### src/rtl/dvs_event_unpacker.sv
// DVS event unpacker: resynchronises a byte stream on SYNC_BYTE, collects one packet,
// range-checks it and presents one event. Optional checksum byte: define UNPACK_CHECKSUM_EN.
module dvs_event_unpacker #(
    parameter int          SENSOR_RES     = 320,
    parameter logic [7:0]  SYNC_BYTE      = 8'hA5,
    parameter int          TIMEOUT_CYCLES = 1200
) (
    input  logic        clk,
    input  logic        rst,
    input  logic        byte_valid,
    input  logic [7:0]  byte_data,
    output logic        byte_ready,
    output logic        event_valid,
    input  logic        event_ready,
    output logic [8:0]  event_x,
    output logic [8:0]  event_y,
    output logic        event_polarity,
    output logic [15:0] event_ts,
    output logic [7:0]  pkt_count,
    output logic [7:0]  err_count
);

    localparam int             IW        = $clog2(TIMEOUT_CYCLES + 1);
    localparam logic [IW-1:0]  IDLE_LAST = IW'(TIMEOUT_CYCLES - 1);
    localparam logic [9:0]     RES_LIM   = 10'(SENSOR_RES);
`ifdef UNPACK_CHECKSUM_EN
    localparam logic [2:0]     LAST_IDX  = 3'd5;
`else
    localparam logic [2:0]     LAST_IDX  = 3'd4;
`endif

    typedef enum logic [1:0] {
        HUNT    = 2'd0,
        COLLECT = 2'd1,
        EMIT    = 2'd2
    } state_t;

    function automatic logic [7:0] f_sat_inc(input logic [7:0] v);
        return (v == 8'hFF) ? v : v + 8'd1;
    endfunction

`ifdef UNPACK_CHECKSUM_EN
    function automatic logic [7:0] f_xor_step(input logic [7:0] acc, input logic [7:0] b);
        return acc ^ b;
    endfunction
`endif

    state_t          r_state;
    state_t          w_state_nxt;
    logic [2:0]      r_idx;
    logic [IW-1:0]   r_idle;
    logic [7:0]      r_x_lo;
    logic [7:0]      r_y_lo;
    logic            r_x8;
    logic            r_y8;
    logic            r_pol;
    logic [7:0]      r_ts_hi;
`ifdef UNPACK_CHECKSUM_EN
    logic [7:0]      r_ts_lo;
    logic [7:0]      r_csum;
`endif
    logic            r_ev_valid;
    logic [8:0]      r_ev_x;
    logic [8:0]      r_ev_y;
    logic            r_ev_pol;
    logic [15:0]     r_ev_ts;
    logic [7:0]      r_pkt_cnt;
    logic [7:0]      r_err_cnt;

    logic            w_accept;
    logic            w_last;
    logic            w_pass;
    logic            w_timeout;
    logic            w_load;
    logic            w_err;
    logic            w_done;
    logic [8:0]      w_x;
    logic [8:0]      w_y;
    logic [7:0]      w_ts_lo;

    assign byte_ready     = ~rst & (r_state != EMIT);
    assign w_accept       = byte_valid & byte_ready;
    assign w_last         = (r_idx == LAST_IDX);
    assign w_x            = {r_x8, r_x_lo};
    assign w_y            = {r_y8, r_y_lo};
    assign w_timeout      = (r_state == COLLECT) & ~w_accept & (r_idle == IDLE_LAST);

    // In the short format the timestamp low byte is the final byte, so it arrives live.
`ifdef UNPACK_CHECKSUM_EN
    assign w_ts_lo = r_ts_lo;
    assign w_pass  = ({1'b0, w_x} < RES_LIM) & ({1'b0, w_y} < RES_LIM) & (byte_data == r_csum);
`else
    assign w_ts_lo = byte_data;
    assign w_pass  = ({1'b0, w_x} < RES_LIM) & ({1'b0, w_y} < RES_LIM);
`endif

    assign event_valid    = r_ev_valid;
    assign event_x        = r_ev_x;
    assign event_y        = r_ev_y;
    assign event_polarity = r_ev_pol;
    assign event_ts       = r_ev_ts;
    assign pkt_count      = r_pkt_cnt;
    assign err_count      = r_err_cnt;

    // State register.
    always_ff @(posedge clk) begin
        if (rst) begin
            r_state <= HUNT;
        end else begin
            r_state <= w_state_nxt;
        end
    end

    // Next-state decode plus load/error/done strobes.
    always_comb begin
        w_state_nxt = r_state;
        w_load      = 1'b0;
        w_err       = 1'b0;
        w_done      = 1'b0;
        case (r_state)
            HUNT: begin
                if (w_accept && (byte_data == SYNC_BYTE)) begin
                    w_state_nxt = COLLECT;
                end else begin
                    w_state_nxt = HUNT;
                end
            end
            COLLECT: begin
                if (w_accept && w_last) begin
                    if (w_pass) begin
                        w_state_nxt = EMIT;
                        w_load      = 1'b1;
                    end else begin
                        w_state_nxt = HUNT;
                        w_err       = 1'b1;
                    end
                end else if (w_timeout) begin
                    w_state_nxt = HUNT;
                    w_err       = 1'b1;
                end else begin
                    w_state_nxt = COLLECT;
                end
            end
            EMIT: begin
                if (event_ready) begin
                    w_state_nxt = HUNT;
                    w_done      = 1'b1;
                end else begin
                    w_state_nxt = EMIT;
                end
            end
            default: begin
                w_state_nxt = HUNT;
            end
        endcase
    end

    // Byte index and inter-byte idle counter; both only run inside a packet.
    always_ff @(posedge clk) begin
        if (rst) begin
            r_idx  <= 3'd0;
            r_idle <= '0;
        end else if (r_state != COLLECT) begin
            r_idx  <= 3'd0;
            r_idle <= '0;
        end else if (w_accept) begin
            r_idx  <= r_idx + 3'd1;
            r_idle <= '0;
        end else begin
            r_idle <= r_idle + 1'b1;
        end
    end

    // Packet field capture; reserved flag bits are simply never stored.
    always_ff @(posedge clk) begin
        if (rst) begin
            r_x_lo  <= 8'd0;
            r_y_lo  <= 8'd0;
            r_x8    <= 1'b0;
            r_y8    <= 1'b0;
            r_pol   <= 1'b0;
            r_ts_hi <= 8'd0;
`ifdef UNPACK_CHECKSUM_EN
            r_ts_lo <= 8'd0;
            r_csum  <= 8'd0;
`endif
        end else if ((r_state == COLLECT) && w_accept) begin
            case (r_idx)
                3'd0: r_x_lo <= byte_data;
                3'd1: r_y_lo <= byte_data;
                3'd2: begin
                    r_pol <= byte_data[7];
                    r_y8  <= byte_data[1];
                    r_x8  <= byte_data[0];
                end
                3'd3: r_ts_hi <= byte_data;
`ifdef UNPACK_CHECKSUM_EN
                3'd4: r_ts_lo <= byte_data;
`endif
                default: ;
            endcase
`ifdef UNPACK_CHECKSUM_EN
            r_csum <= f_xor_step(r_csum, byte_data);
        end else if (r_state == HUNT) begin
            r_csum <= 8'd0;
`endif
        end
    end

    // Event output registers, held stable for the whole EMIT state.
    always_ff @(posedge clk) begin
        if (rst) begin
            r_ev_valid <= 1'b0;
            r_ev_x     <= 9'd0;
            r_ev_y     <= 9'd0;
            r_ev_pol   <= 1'b0;
            r_ev_ts    <= 16'd0;
        end else if (w_load) begin
            r_ev_valid <= 1'b1;
            r_ev_x     <= w_x;
            r_ev_y     <= w_y;
            r_ev_pol   <= r_pol;
            r_ev_ts    <= {r_ts_hi, w_ts_lo};
        end else if (w_done) begin
            r_ev_valid <= 1'b0;
        end
    end

    // Saturating event and drop counters; one error strobe covers every drop cause.
    always_ff @(posedge clk) begin
        if (rst) begin
            r_pkt_cnt <= 8'd0;
            r_err_cnt <= 8'd0;
        end else begin
            if (w_done) begin
                r_pkt_cnt <= f_sat_inc(r_pkt_cnt);
            end
            if (w_err) begin
                r_err_cnt <= f_sat_inc(r_err_cnt);
            end
        end
    end

endmodule

### config.mk
export PLATFORM = sky130hd
export DESIGN_NAME = dvs_event_unpacker
export DESIGN_NICKNAME = d
export VERILOG_FILES = /design/src/rtl/dvs_event_unpacker.sv
export SDC_FILE = /design/constraint.sdc
export NUM_CORES = 1
export LEC_CHECK = 0
export BUFFER_PORTS_ARGS = -buffer_cell sky130_fd_sc_hd__buf_2
export CAP_MARGIN = 25
export CORE_MARGIN = 2
export CORE_UTILIZATION = 27
export DETAILED_ROUTE_END_ITERATION = 8
export GPL_TIMING_DRIVEN = 0
export HOLD_SLACK_MARGIN = 0.02
export PLACE_DENSITY = 0.54
export RECOVER_POWER = 25
export SLEW_MARGIN = 20
export SYNTH_ARGS = -nofsm -noshare
export SYNTH_HDL_FRONTEND = slang
export SYNTH_SLANG_ARGS = --single-unit
### constraint.sdc
create_clock -name clk -period 5 [get_ports clk]
set_clock_uncertainty 0.15 [all_clocks]
set_input_delay 0.75 -clock clk [delete_from_list [all_inputs] [get_ports clk]]
set_output_delay 0.75 -clock clk [all_outputs]
set_load 0.01 [all_outputs]
## Word-level counts from Yosys, hierarchy flattened

Index checks and enable logic that the tools add are counted.

| cells by class | value |
|---|---|
| $add $sub $neg | 4 |
| $lt $le $gt $ge | 2 |
| eq/ne operators | 12 |
| muxes and demuxes | 17 |
| bitwise gates (word level) | 9 |
| reduce and logical (&&, ||, !) cells | 14 |

Operators by type and width:

| cell | number |
|---|---|
| 8-bit == test (second input constant) | 3 |
| 9-bit less-than comparator (second input constant) | 2 |
| 8-bit by 1-bit adder with 8-bit output (second input constant) | 2 |
| 1-bit 2-to-1 mux | 13 |
| 2-bit AND reduction | 6 |
| 11-bit by 1-bit adder with 11-bit output (second input constant) | 1 |
| 11-bit == test (second input constant) | 1 |
| 3-bit by 2-bit == test with 1-bit output (second input constant) | 2 |
| 2-bit 2-to-1 mux | 3 |
| 2-bit one-hot mux with 3 select lines | 1 |
| 1-bit bitwise AND | 5 |
| 1-bit NOT | 4 |
| 3-bit by 1-bit adder with 3-bit output (second input constant) | 1 |
| 3-bit by 1-bit == test with 1-bit output (second input constant) | 1 |
| 3-bit == test (second input constant) | 1 |
| 1-bit logical AND | 3 |
| 3-bit logical NOT | 1 |
| 3-bit OR reduction | 1 |
| 2-bit by 1-bit == test with 1-bit output (second input constant) | 1 |
| 2-bit == test (second input constant) | 1 |
| 2-bit logical NOT | 1 |
| 2-bit by 1-bit != test with 1-bit output (second input constant) | 1 |
| 2-bit != test (second input constant) | 1 |
| 2-bit nonzero test | 1 |
| 2-bit OR reduction | 1 |

| storage, ports and cells | value |
|---|---|
| bits in registers | 95 |
| input port bits | 12 |
| output and inout port bits | 53 |
| logic and storage cells | 74 |

## Logic depth before layout (Yosys ltp)

| depth | value |
|---|---|
| depth after elaboration | 10 |
| mapped depth | 8 |
| gate-level depth less buffers | 6 |

## Worst setup path after synthesis

No wires, ideal clock.

| timing | value |
|---|---|
| path kind | input -> output |
| from | in rst |
| to | out byte_ready |
| arrival | 1694 ps |
| required time | 4100 ps |
| slack | 2406 ps |
| stages | 4 |
| buffers on the path | 3 |
| path through | clkbuf_1 > buf_1 > clkbuf_1 > nor2_1 |

| on the way | value |
|---|---|
| word-level cells in the longest chain between the ends | 2 |

Ends and longest elaborated chain:

| what | RTL line | text |
|---|---|---|
| start: declaration | 9 | `input logic rst,` |
| 1-bit NOT | 81 | `assign byte_ready = ~rst & (r_state != EMIT);` |
| 1-bit bitwise AND | 81 |  |
| end: declaration | 12 | `output logic byte_ready,` |

Every way passes these cells.

## Final worst setup path

Ends and elaborated chain as after synthesis.

==> results.py <==
metrics = {
    "outcome": {
        "status": "finished clean",
    },
    "placement": {
        "hpwl_mm": 7.334,
        "post_dp_cell_area_mm2": 0.004462,
        "numPortBuffers": 63,
        "dp.cells": 693,
        "place_congestion": 0.7505,
    },
    "finish": {
        "area_delta_synth_final_pct": 20.10,
        "instances_no_fill": 709,
        "fin_area_mm2": 0.004703,
        "layout_commonest_cell": "dfxtp_1",
        "mostFrequentLayoutCells": "dfxtp_1, nand2_1, a21oi_1",
        "drive_gt1_share_pct": 10.67,
        "fin_nets": 540,
        "diodes": 0,
        "final_core_util_pct": 32.73,
    },
    "grt": {
        "grt_pass1_wl_mm": 16.37,
        "grt_max_degree": 16,
        "grt_use_met3_pct": 4.038,
        "met2_usage_pct": 21.57,
        "grt_overflow": 0,
        "busiest_layer": "met2",
        "antenna_found_initial": 0,
        "grtUsageTotal_pct": 13.06,
        "grt_pass1_vias": 3240,
        "use_met1_pct": 16.43,
    },
    "logic_synthesis": {
        "synth_simple_gate_area_share_pct": 24.35,
        "netlist_instances": 446,
        "yosysTopAreaCell": "dfxtp_1",
        "syn-num-nets": 466,
        "avgSynthCellArea_um2": 8.781,
        "synth-xor-area-share_pct": 2.684,
        "syn_area_mm2": 0.003916,
        "ys_seq_area_share_pct": 48.56,
        "synth_top_family_by_area": "simple AND/OR/NAND/NOR gates",
        "yosysTopAreaCellShare_pct": 48.56,
        "synthArstFlopShare_pct": 0,
        "yosysWarnings": 0,
        "synth_cell_type_count": 44,
        "synth_compound_area_share_pct": 11.63,
        "synthAdderAreaFrac_pct": 2.556,
        "synth_top_cells_by_area": "dfxtp_1, nand2_1, a21oi_1",
        "synth.mux.area_fraction_pct": 7.348,
        "synth-edff-count": 0,
        "synth_seq_cells": 95,
        "ys.flop_type": "dfxtp_1",
    },
    "power_and_ir_drop": {
        "irDropWorstVdd_mv": 0.1569,
        "power.leakage_uw": 0.001732,
        "p_per_area_mw_per_mm2": 305.9,
        "power_uw": 1439,
    },
    "timing": {
        "tightest_slew_ps": 597.2,
        "min_period_over_period_pct": 67.30,
        "relSlewSlack_pct": 60.19,
        "rsz0062_at_grt": "no",
        "period_needed_ps": 3365,
        "finalHoldViolCount": 0,
        "setup_tns_ps": 0,
        "final_max_slew_viol_count": 0,
        "setup_violations": 0,
        "fmax_mhz": 297.2,
    },
    "detailed_routing": {
        "drc_errors": 0,
        "drt_iter0_markers": 151,
        "avgViaCountPerCell": 4.752,
        "drt_wl_total_mm": 9.991,
        "vias": 3369,
        "routedWlPerCell_um": 14.09,
        "dr.pass1.iters": 5,
        "ant_nets": 0,
    },
    "clocking": {
        "cts_tree": "built",
        "h-tree-depth": 3,
        "cts_buffers": 9,
        "cts_buffer_depth": 2,
        "cts.sinks": 95,
        "clk_pin_slew_ps": 60,
        "clk_latency_ps": 340,
        "hold_buffers": 0,
        "cts_root_buffer": "clkbuf_16",
        "post_cts_buffers": 0,
        "cts_resized": 0,
    },
    "job": {
        "max_cap_violations": 0,
    },
    "floorplan": {
        "core_mm2": 0.01437,
        "die_w_um": 124.4,
        "dieArea_mm2": 0.01548,
        "die_h_um": 124.4,
        "io-pin-count": 65,
        "std_cell_rows": 44,
        "start_util_pct": 27.26,
    },
    "critical_path": {
        "cp_max_fo": 10,
        "startpoint_type": "input pin",
        "cp-end-kind": "output port",
        "arrival_ps": 2470,
        "crit_type": "input pin to output port",
        "worst-endpoint-required_ps": 4100,
    },
    "worst_hold_path": {
        "hold_class": "flop to flop",
    },
}
final timing paths:
kind,slack [ps],endpoint,depth (start not counted),startpoint
min reg2reg,310,event_ts[13],2,r_ts_hi[5]
max reg2reg,2700,event_x[3],7,r_idx[0]
max,1630,byte_ready,6,rst
min,310,event_ts[13],2,r_ts_hi[5]
per-layer routing:
metal | up-vias | share of wire (%)
met5 | - | 0
met4 | 0 | 1.2
met3 | 15 | 5.0
met2 | 85 | 47
met1 | 1586 | 47
li1 | 1683 | -
critical path: stages:
cell and delay [ps]:
buf_2 140, clkbuf_1 360, buf_1 440, clkbuf_1 450, nor2_1 150, buf_2 170
registers in the layout (all words and copies together) (netlist names):
| signal | flops |
|---|---|
| r_ts_hi | 8 |
| err_count | 8 |
| event_ts | 16 |
| r_idx | 3 |
| r_idle | 11 |
| r_x8 | 1 |
| r_pol | 1 |
| r_y_lo | 8 |
| event_x | 9 |
| r_y8 | 1 |
| event_valid | 1 |
| pkt_count | 8 |
| event_polarity | 1 |
| r_x_lo | 8 |
| event_y | 9 |
| r_state | 2 |
kinds of logic (layout without fill, tap and decap cells):
logic type,count (synthesis),count (layout)
AO/OA/AOI/OAI,75,75
XOR/XNOR,12,12
adder cells (fa/ha/maj),8,8
buffers and inverters,28,107
flip-flops,95,95
multiplexers,28,28
AND/OR/NAND/NOR,200,200
synthesized netlist by cell type (2+ instances only):
library cell,count
nand2_1,86
o21ai_0,4
mux2i_1,22
mux2_2,3
buf_2,6
nor3_1,5
clkbuf_1,13
mux2_1,3
ha_1,8
nand2b_1,6
xor2_1,4
nor2_1,43
inv_1,7
a2111oi_0,3
nand4_1,7
nand4b_1,2
a21oi_1,51
nand3_1,22
and3_1,3
nor2b_1,7
and4_1,4
xnor2_1,8
buf_1,2
a211o_1,3
a211oi_1,5
o31ai_1,2
and4bb_1,2
dfxtp_1,95
or3_1,5
report_power, final:
part / switching [uW] / internal, uW / leakage [uW]
Clock: 282 / 365 / 0.000135
Combinational: 26.9 / 8.17 / 0.000832
Sequential: 0.0685 / 757 / 0.000765
Total: 309 / 1130 / 0.00173
metrics by stage:
step                      worst slack (ps)  hold slack (ps)
after floorplan                       2406            279.5
after global placement                1631            288.4
after detailed placement              1607            294.3
after CTS                             1589            305.5
after global routing                  1448            319.2
final                                 1635            305.4
area by class of cell:
cell class / count / area [um2]
well taps: 184 / 230.2
plain buffers: 21 / 86.33
flip-flops and latches: 95 / 1902
repair buffers: 63 / 271.5
clock buffers: 12 / 256.5
fillers: 1500 / 9666
multi-input cells: 323 / 1902
inverters: 7 / 26.28
clock inverters: 4 / 28.78
Power figures use the tool's default switching activity.
